## config.mk

```make
export PLATFORM = sky130hd
export DESIGN_NAME = pc_seq_ctrl
export DESIGN_NICKNAME = d
export VERILOG_FILES = /design/src/rtl/pc_seq_ctrl_pkg.sv /design/src/rtl/pc_seq_ctrl_exc_priority_enc.sv /design/src/rtl/pc_seq_ctrl.sv
export SDC_FILE = /design/constraint.sdc
export NUM_CORES = 1
export LEC_CHECK = 0
export ABC_AREA = 0
export ABC_CLOCK_PERIOD_IN_PS = 3900
export BUFFER_PORTS_ARGS = -buffer_cell sky130_fd_sc_hd__buf_2
export CAP_MARGIN = 20
export CORE_UTILIZATION = 51
export DETAILED_ROUTE_END_ITERATION = 10
export GPL_ROUTABILITY_DRIVEN = 0
export PLACE_DENSITY = 0.87
export SKIP_LAST_GASP = 1
export SLEW_MARGIN = 40
export SYNTH_ARGS = -nofsm -noshare
export SYNTH_HDL_FRONTEND = slang
export SYNTH_SLANG_ARGS = --single-unit
```

## constraint.sdc

```tcl
create_clock -name clk -period 3.9 [get_ports clk]
set_clock_uncertainty 0.2 [all_clocks]
set_input_delay 0.195 -clock clk [delete_from_list [all_inputs] [get_ports clk]]
set_output_delay 0.195 -clock clk [all_outputs]
set_load 0.005 [all_outputs]
```

## src/rtl/pc_seq_ctrl_pkg.sv

```systemverilog
// Shared encodings for the PC-source sequencer: mux selects, instruction
// classes, exception vector addresses, FSM states and the latched request.
package pc_seq_ctrl_pkg;

  // PcSrc mux select encoding
  localparam logic [2:0] PCSRC_PC4    = 3'b000;
  localparam logic [2:0] PCSRC_BRANCH = 3'b001;
  localparam logic [2:0] PCSRC_JUMP   = 3'b010;
  localparam logic [2:0] PCSRC_RS     = 3'b011;
  localparam logic [2:0] PCSRC_EPC    = 3'b100;
  localparam logic [2:0] PCSRC_VEC    = 3'b101;

  // Instruction class codes carried with a resolve request
  localparam logic [2:0] OP_SEQ = 3'b000;
  localparam logic [2:0] OP_BEQ = 3'b001;
  localparam logic [2:0] OP_BNE = 3'b010;
  localparam logic [2:0] OP_BLE = 3'b011;
  localparam logic [2:0] OP_BGT = 3'b100;
  localparam logic [2:0] OP_J   = 3'b101;
  localparam logic [2:0] OP_JR  = 3'b110;
  localparam logic [2:0] OP_RTE = 3'b111;

  // Fixed memory locations holding the handler-address byte
  localparam logic [7:0] VEC_OPCODE   = 8'd253;
  localparam logic [7:0] VEC_OVERFLOW = 8'd254;
  localparam logic [7:0] VEC_DIVZERO  = 8'd255;

  // FSM state encoding
  localparam logic [2:0] ST_IDLE    = 3'd0;
  localparam logic [2:0] ST_INC     = 3'd1;
  localparam logic [2:0] ST_RESOLVE = 3'd2;
  localparam logic [2:0] ST_EXC_EPC = 3'd3;
  localparam logic [2:0] ST_EXC_RD  = 3'd4;
  localparam logic [2:0] ST_EXC_LD  = 3'd5;

  // Request data captured when a resolve request is accepted
  typedef struct packed {
    logic [2:0] op;
    logic       zero;
    logic       gt;
    logic       exc;
    logic [7:0] addr;
  } resolve_req_t;

  // Conditional branch classes hold the branch-target select in RESOLVE
  function automatic logic is_branch(input logic [2:0] op);
    return (op == OP_BEQ) || (op == OP_BNE) || (op == OP_BLE) || (op == OP_BGT);
  endfunction

  // Branch decision for a conditional class given the ALU flags
  function automatic logic branch_taken(input logic [2:0] op, input logic zero,
                                        input logic gt);
    logic t;
    t = 1'b0;
    case (op)
      OP_BEQ:  t = zero;
      OP_BNE:  t = !zero;
      OP_BLE:  t = !gt;
      OP_BGT:  t = gt;
      default: t = 1'b0;
    endcase
    return t;
  endfunction

endpackage

```

## src/rtl/pc_seq_ctrl_exc_priority_enc.sv

```systemverilog
// Exception priority encoder: opcode > overflow > divzero. Purely combinational.
module exc_priority_enc
  import pc_seq_ctrl_pkg::*;
(
  input  logic       i_exc_opcode,
  input  logic       i_exc_overflow,
  input  logic       i_exc_divzero,
  output logic       o_valid,
  output logic [7:0] o_addr
);

  // Highest-priority pending exception selects the vector address
  always_comb begin
    o_valid = i_exc_opcode | i_exc_overflow | i_exc_divzero;
    o_addr  = 8'd0;
    if (i_exc_opcode)        o_addr = VEC_OPCODE;
    else if (i_exc_overflow) o_addr = VEC_OVERFLOW;
    else if (i_exc_divzero)  o_addr = VEC_DIVZERO;
  end

endmodule

```

## src/rtl/pc_seq_ctrl.sv

```systemverilog
// PC-source / PC-write sequencer for the multicycle CPU. Handles fetch
// increments, end-of-execute resolution and the exception entry sequence
// (EPC save, vector byte read, PC load). All outputs decode from registered
// state and latched request data only.
module pc_seq_ctrl
  import pc_seq_ctrl_pkg::*;
#(
  parameter int MEM_LAT = 2
) (
  input  logic       clk,
  input  logic       reset,
  input  logic       fetch_req,
  input  logic       resolve_req,
  input  logic [2:0] op_class,
  input  logic       alu_zero,
  input  logic       alu_gt,
  input  logic       exc_opcode,
  input  logic       exc_overflow,
  input  logic       exc_divzero,
  output logic [2:0] PcSrc,
  output logic       PCWrite,
  output logic       EPCWrite,
  output logic       ExcMemRead,
  output logic [7:0] ExcAddr,
  output logic       busy,
  output logic       done
);

  // Last EXC_RD count value; MEM_LAT is limited to 1..7 so it fits 3 bits
  localparam logic [2:0] LAT_LAST = 3'(MEM_LAT - 1);

  logic [2:0]   r_state;
  logic [2:0]   w_next;
  resolve_req_t r_req;
  logic [2:0]   r_cnt;
  logic         w_exc_valid;
  logic [7:0]   w_exc_addr;

  exc_priority_enc u_exc_enc (
    .i_exc_opcode   (exc_opcode),
    .i_exc_overflow (exc_overflow),
    .i_exc_divzero  (exc_divzero),
    .o_valid        (w_exc_valid),
    .o_addr         (w_exc_addr)
  );

  // Next-state logic; requests are only looked at in IDLE (no queueing)
  always_comb begin
    w_next = r_state;
    case (r_state)
      ST_IDLE: begin
        if (resolve_req)    w_next = ST_RESOLVE;
        else if (fetch_req) w_next = ST_INC;
      end
      ST_INC:     w_next = ST_IDLE;
      ST_RESOLVE: w_next = r_req.exc ? ST_EXC_EPC : ST_IDLE;
      ST_EXC_EPC: w_next = ST_EXC_RD;
      ST_EXC_RD:  w_next = (r_cnt == LAT_LAST) ? ST_EXC_LD : ST_EXC_RD;
      ST_EXC_LD:  w_next = ST_IDLE;
      default:    w_next = ST_IDLE;
    endcase
  end

  // State, request latch and memory-latency counter
  always_ff @(posedge clk) begin
    if (reset) begin
      r_state <= ST_IDLE;
      r_req   <= '0;
      r_cnt   <= 3'd0;
    end else begin
      r_state <= w_next;
      // Capture the resolve payload; vector address is fixed from here on
      if (r_state == ST_IDLE && resolve_req) begin
        r_req.op   <= op_class;
        r_req.zero <= alu_zero;
        r_req.gt   <= alu_gt;
        r_req.exc  <= w_exc_valid;
        r_req.addr <= w_exc_addr;
      end else if (r_state != ST_IDLE && w_next == ST_IDLE) begin
        r_req <= '0;
      end
      // Count EXC_RD cycles, starting from zero on entry
      if (r_state == ST_EXC_RD) r_cnt <= r_cnt + 3'd1;
      else                      r_cnt <= 3'd0;
    end
  end

  // Moore output decode
  always_comb begin
    PcSrc      = PCSRC_PC4;
    PCWrite    = 1'b0;
    EPCWrite   = 1'b0;
    ExcMemRead = 1'b0;
    ExcAddr    = 8'd0;
    done       = 1'b0;
    busy       = (r_state != ST_IDLE);
    case (r_state)
      ST_INC: begin
        PCWrite = 1'b1;
        done    = 1'b1;
      end
      ST_RESOLVE: begin
        ExcAddr = r_req.addr;
        // An exception suppresses the normal PC update and completion
        if (!r_req.exc) begin
          done = 1'b1;
          if (is_branch(r_req.op)) begin
            PcSrc   = PCSRC_BRANCH;
            PCWrite = branch_taken(r_req.op, r_req.zero, r_req.gt);
          end else begin
            case (r_req.op)
              OP_J: begin
                PcSrc   = PCSRC_JUMP;
                PCWrite = 1'b1;
              end
              OP_JR: begin
                PcSrc   = PCSRC_RS;
                PCWrite = 1'b1;
              end
              OP_RTE: begin
                PcSrc   = PCSRC_EPC;
                PCWrite = 1'b1;
              end
              default: begin
                PcSrc   = PCSRC_PC4;
                PCWrite = 1'b0;
              end
            endcase
          end
        end
      end
      ST_EXC_EPC: begin
        ExcAddr  = r_req.addr;
        EPCWrite = 1'b1;
      end
      ST_EXC_RD: begin
        ExcAddr    = r_req.addr;
        ExcMemRead = 1'b1;
      end
      ST_EXC_LD: begin
        ExcAddr = r_req.addr;
        PcSrc   = PCSRC_VEC;
        PCWrite = 1'b1;
        done    = 1'b1;
      end
      default: ;
    endcase
  end

endmodule

```

==> out/qor.yml <==
power:
  p_leak_nw: 0.4730
  ir_drop_v: 0.0001849
  power_density_nw_per_um2: 320.1
  switchingPower_uw: 85.20
  combPwrFrac: 0.175
  clockPowerShare: 0.278
  internal_power_uw: 232.8
  swShare: 0.2679
  seq_power_share: 0.548
detailed_routing:
  vias_per_cell: 5.519
  ant_nets: 0
  vias: 734
  dr.first_iter.drc_count: 18
  dr.pass1.iters: 4
  drc: 0
  wl_um: 1700
  drt-wirelength-per-cell_um: 12.78
flow_run:
  cap_viol_max_count: 0
die:
  initial_core_util: 0.5462
  die_h_um: 41.94
  die-area_um2: 1759
  fp.coreArea_um2: 1489
  io_pins: 28
  rows: 14
  die_w_um: 41.94
place:
  port_buffers: 27
  dpl.hpwl_um: 1229
status:
  status: "finished clean"
sta:
  fin_crit_ns: 2.326
  whs_ns: 0.04111
  finalSetupTns_ns: 0
  setup_viol: 0
  timing.final.crit_share: 0.5963
  worstMarginPinSlew_ns: 0.5073
  max_slew_margin: 0.6571
  finalHoldViolCount: 0
  max_freq_mhz: 430.0
  maxSlewViolCount: 0
  rsz0062_at_grt: "no"
clock_network:
  clock_latency_ns: 0.28
  postCtsSetupBuffers: 0
  clock-sinks: 15
  cts_tree: "yes"
  path_clk_slew_ns: 0.09
  root_buffer: "clkbuf_4"
  numCtsBuffers: 3
  clockBufferDepth: 2
  cts-htree-levels: 1
synth:
  synth.yosys.warnings: 0
  synthXorXnorAreaFrac: 0.03231
  post_synth.cell_area_avg_um2: 9.138
  synth-compound-area-share: 0.2415
  synth_top_family_by_area: "compound AO/OA/AOI/OAI gates"
  synthAdderAreaFrac: 0.03077
  synth_cell_types: 35
  synth_cells: 89
  syn_nets: 103
  synth.area.mux_share: 0.03846
  netlist_area_um2: 813.3
  ys_ff_latch: 15
  seq_area_frac_synth: 0.3692
  yosys.area_share.simple: 0.1938
grt:
  grt_pass1_vias: 680
  grt.total_usage: 0.2016
  grt_overflow_total: 0
  grt_pass1_wl_um: 2835
  grt_max_degree: 14
  antenna_found_initial: 0
final_layout:
  synthToLayoutAreaGrowth_pct: 22.15
  drive_gt1_frac: 0.3248
  utilization: 0.6672
  diodes: 0
  final_nets: 132
setup_path:
  path_class: "register to output pin"
  path_max_fanout: 13
  crit_required_ns: 3.50
  end_kind: "output pin"
  arrival_ns: 1.93
  worstSetupStartpointType: "register"
hold_path:
  holdCritPathClass: "primary input to register"
## path summary, 6_finish.rpt
kind / startpoint / to / slack, ns / cells after the start
setup reg to reg: r_state[1]$_SDFF_PP0_ / r_req[6]$_SDFFE_PP0P_ / 2.13 / 4
setup / recovery: r_state[1]$_SDFF_PP0_ / PCWrite / 1.57 / 5
hold / removal: exc_opcode / r_req[0]$_SDFFE_PP0P_ / 0.04 / 3
hold reg to reg: r_cnt[0]$_SDFF_PP0_ / r_cnt[0]$_SDFF_PP0_ / 0.27 / 1
## power by group through the flow
stage | clock [mW] | sequential, mW | combinational [mW]
floorplan | 0 | 0.170 | 0.0401
global placement | 0 | 0.176 | 0.0487
detailed placement | 0 | 0.177 | 0.0505
CTS | 0.0903 | 0.174 | 0.0555
global route | 0.0971 | 0.176 | 0.0608
finish | 0.0883 | 0.174 | 0.0555
## repair_timing
item | 4_1_cts | 5_1_grt
gates resized for setup | 0 | 0
endpoints found under the hold margin | 7 | 0
hold buffers | 6 | 0
## logic make-up after synthesis
logic type                 Yosys count
AOI/OAI and AO/OA                   26
DFF                                 15
muxes                                3
buffers and inverters               13
and+or+nand+nor                     27
adders and majority gates            2
xor gates and xnor gates             3
## Yosys cell counts
master    count  share of area
buf_2         1         0.0061
inv_1         4          0.018
nor4_1        1         0.0077
a211o_1       1          0.011
dfxtp_1      15           0.37
nor4b_1       1          0.011
nor3b_4       1          0.023
nand3b_1      2          0.018
o21a_1        1         0.0092
buf_6         1          0.014
a21oi_2       1          0.011
a22o_1        8          0.086
o21ai_0       4          0.025
mux2_2        1          0.014
ha_1          2          0.031
xnor2_1       2          0.022
and2_1        3          0.023
a31oi_1       1         0.0077
a21oi_1       3          0.018
a21o_1        2          0.018
or2b_1        1         0.0092
nand2b_1      1         0.0077
nand2_1       4          0.018
buf_4         5          0.046
nor2_1       10          0.046
mux2i_1       2          0.025
a21o_2        2          0.022
or3_1         1         0.0077
and3_1        1         0.0077
xor2_1        1          0.011
o211ai_1      1         0.0092
o31a_2        1          0.012
or3_4         1          0.014
clkbuf_1      2         0.0092
o21ba_2       1          0.012
## per-layer routing
metal,wire [µm],share of wire,global-route usage
met5,0,0,0
met1,736,0.43,0.2459
met4,13,0.0076,0.09032
met3,69,0.041,0.01304
met2,881,0.52,0.3594
## sequential cells by signal (all words and copies together) (netlist names)
register,cells
r_cnt,3
r_state,3
r_req,9
## worst max-delay path, cell delays in order, from the launching register on
cell and delay, ns:
dfxtp_1 0.58, nor4b_1 0.49, o21a_1 0.22, a31oi_1 0.05
o21ai_0 0.18, buf_2 0.14
## placed cells by master, fill, tap and decap left out, drive strengths merged
cell         count
buf             27
dfxtp           15
nor2            10
a22o             8
dlygate4sd3      6
inv              4
o21ai            4
nand2            4
a21oi            4
clkbuf           4
a21o             4
and2             3
mux2i            2
nand3b           2
xnor2            2
ha               2
or3              2
mux2             1
nor4b            1
o21a             1
a31oi            1
nand2b           1
xor2             1
or2b             1
and3             1
a211o            1
o211ai           1
nor3b            1
o31a             1
nor4             1
o21ba            1
## metrics by stage
step	area [µm²]	power, mW	setup WS, ns	instances
4_1_cts	993.5	0.3194	1.574	133
6_report	993.5	0.3180	1.574	133
3_5_place_dp	907.1	0.2279	1.891	123
3_3_place_gp	907.1	0.2249	2.057	123
5_1_grt	993.5	0.3335	1.445	133
2_1_floorplan	813.3	0.2106	2.236	89
## cell type report
type	count	area, µm²
clock buffer	4	26.28
fill	122	495.5
inverter	4	15.01
multi-input combinational	61	436.7
sequential	15	300.3
tap	16	20.02
timing repair buffer	33	195.2
Note: power is estimated with default switching activity, not from simulation.
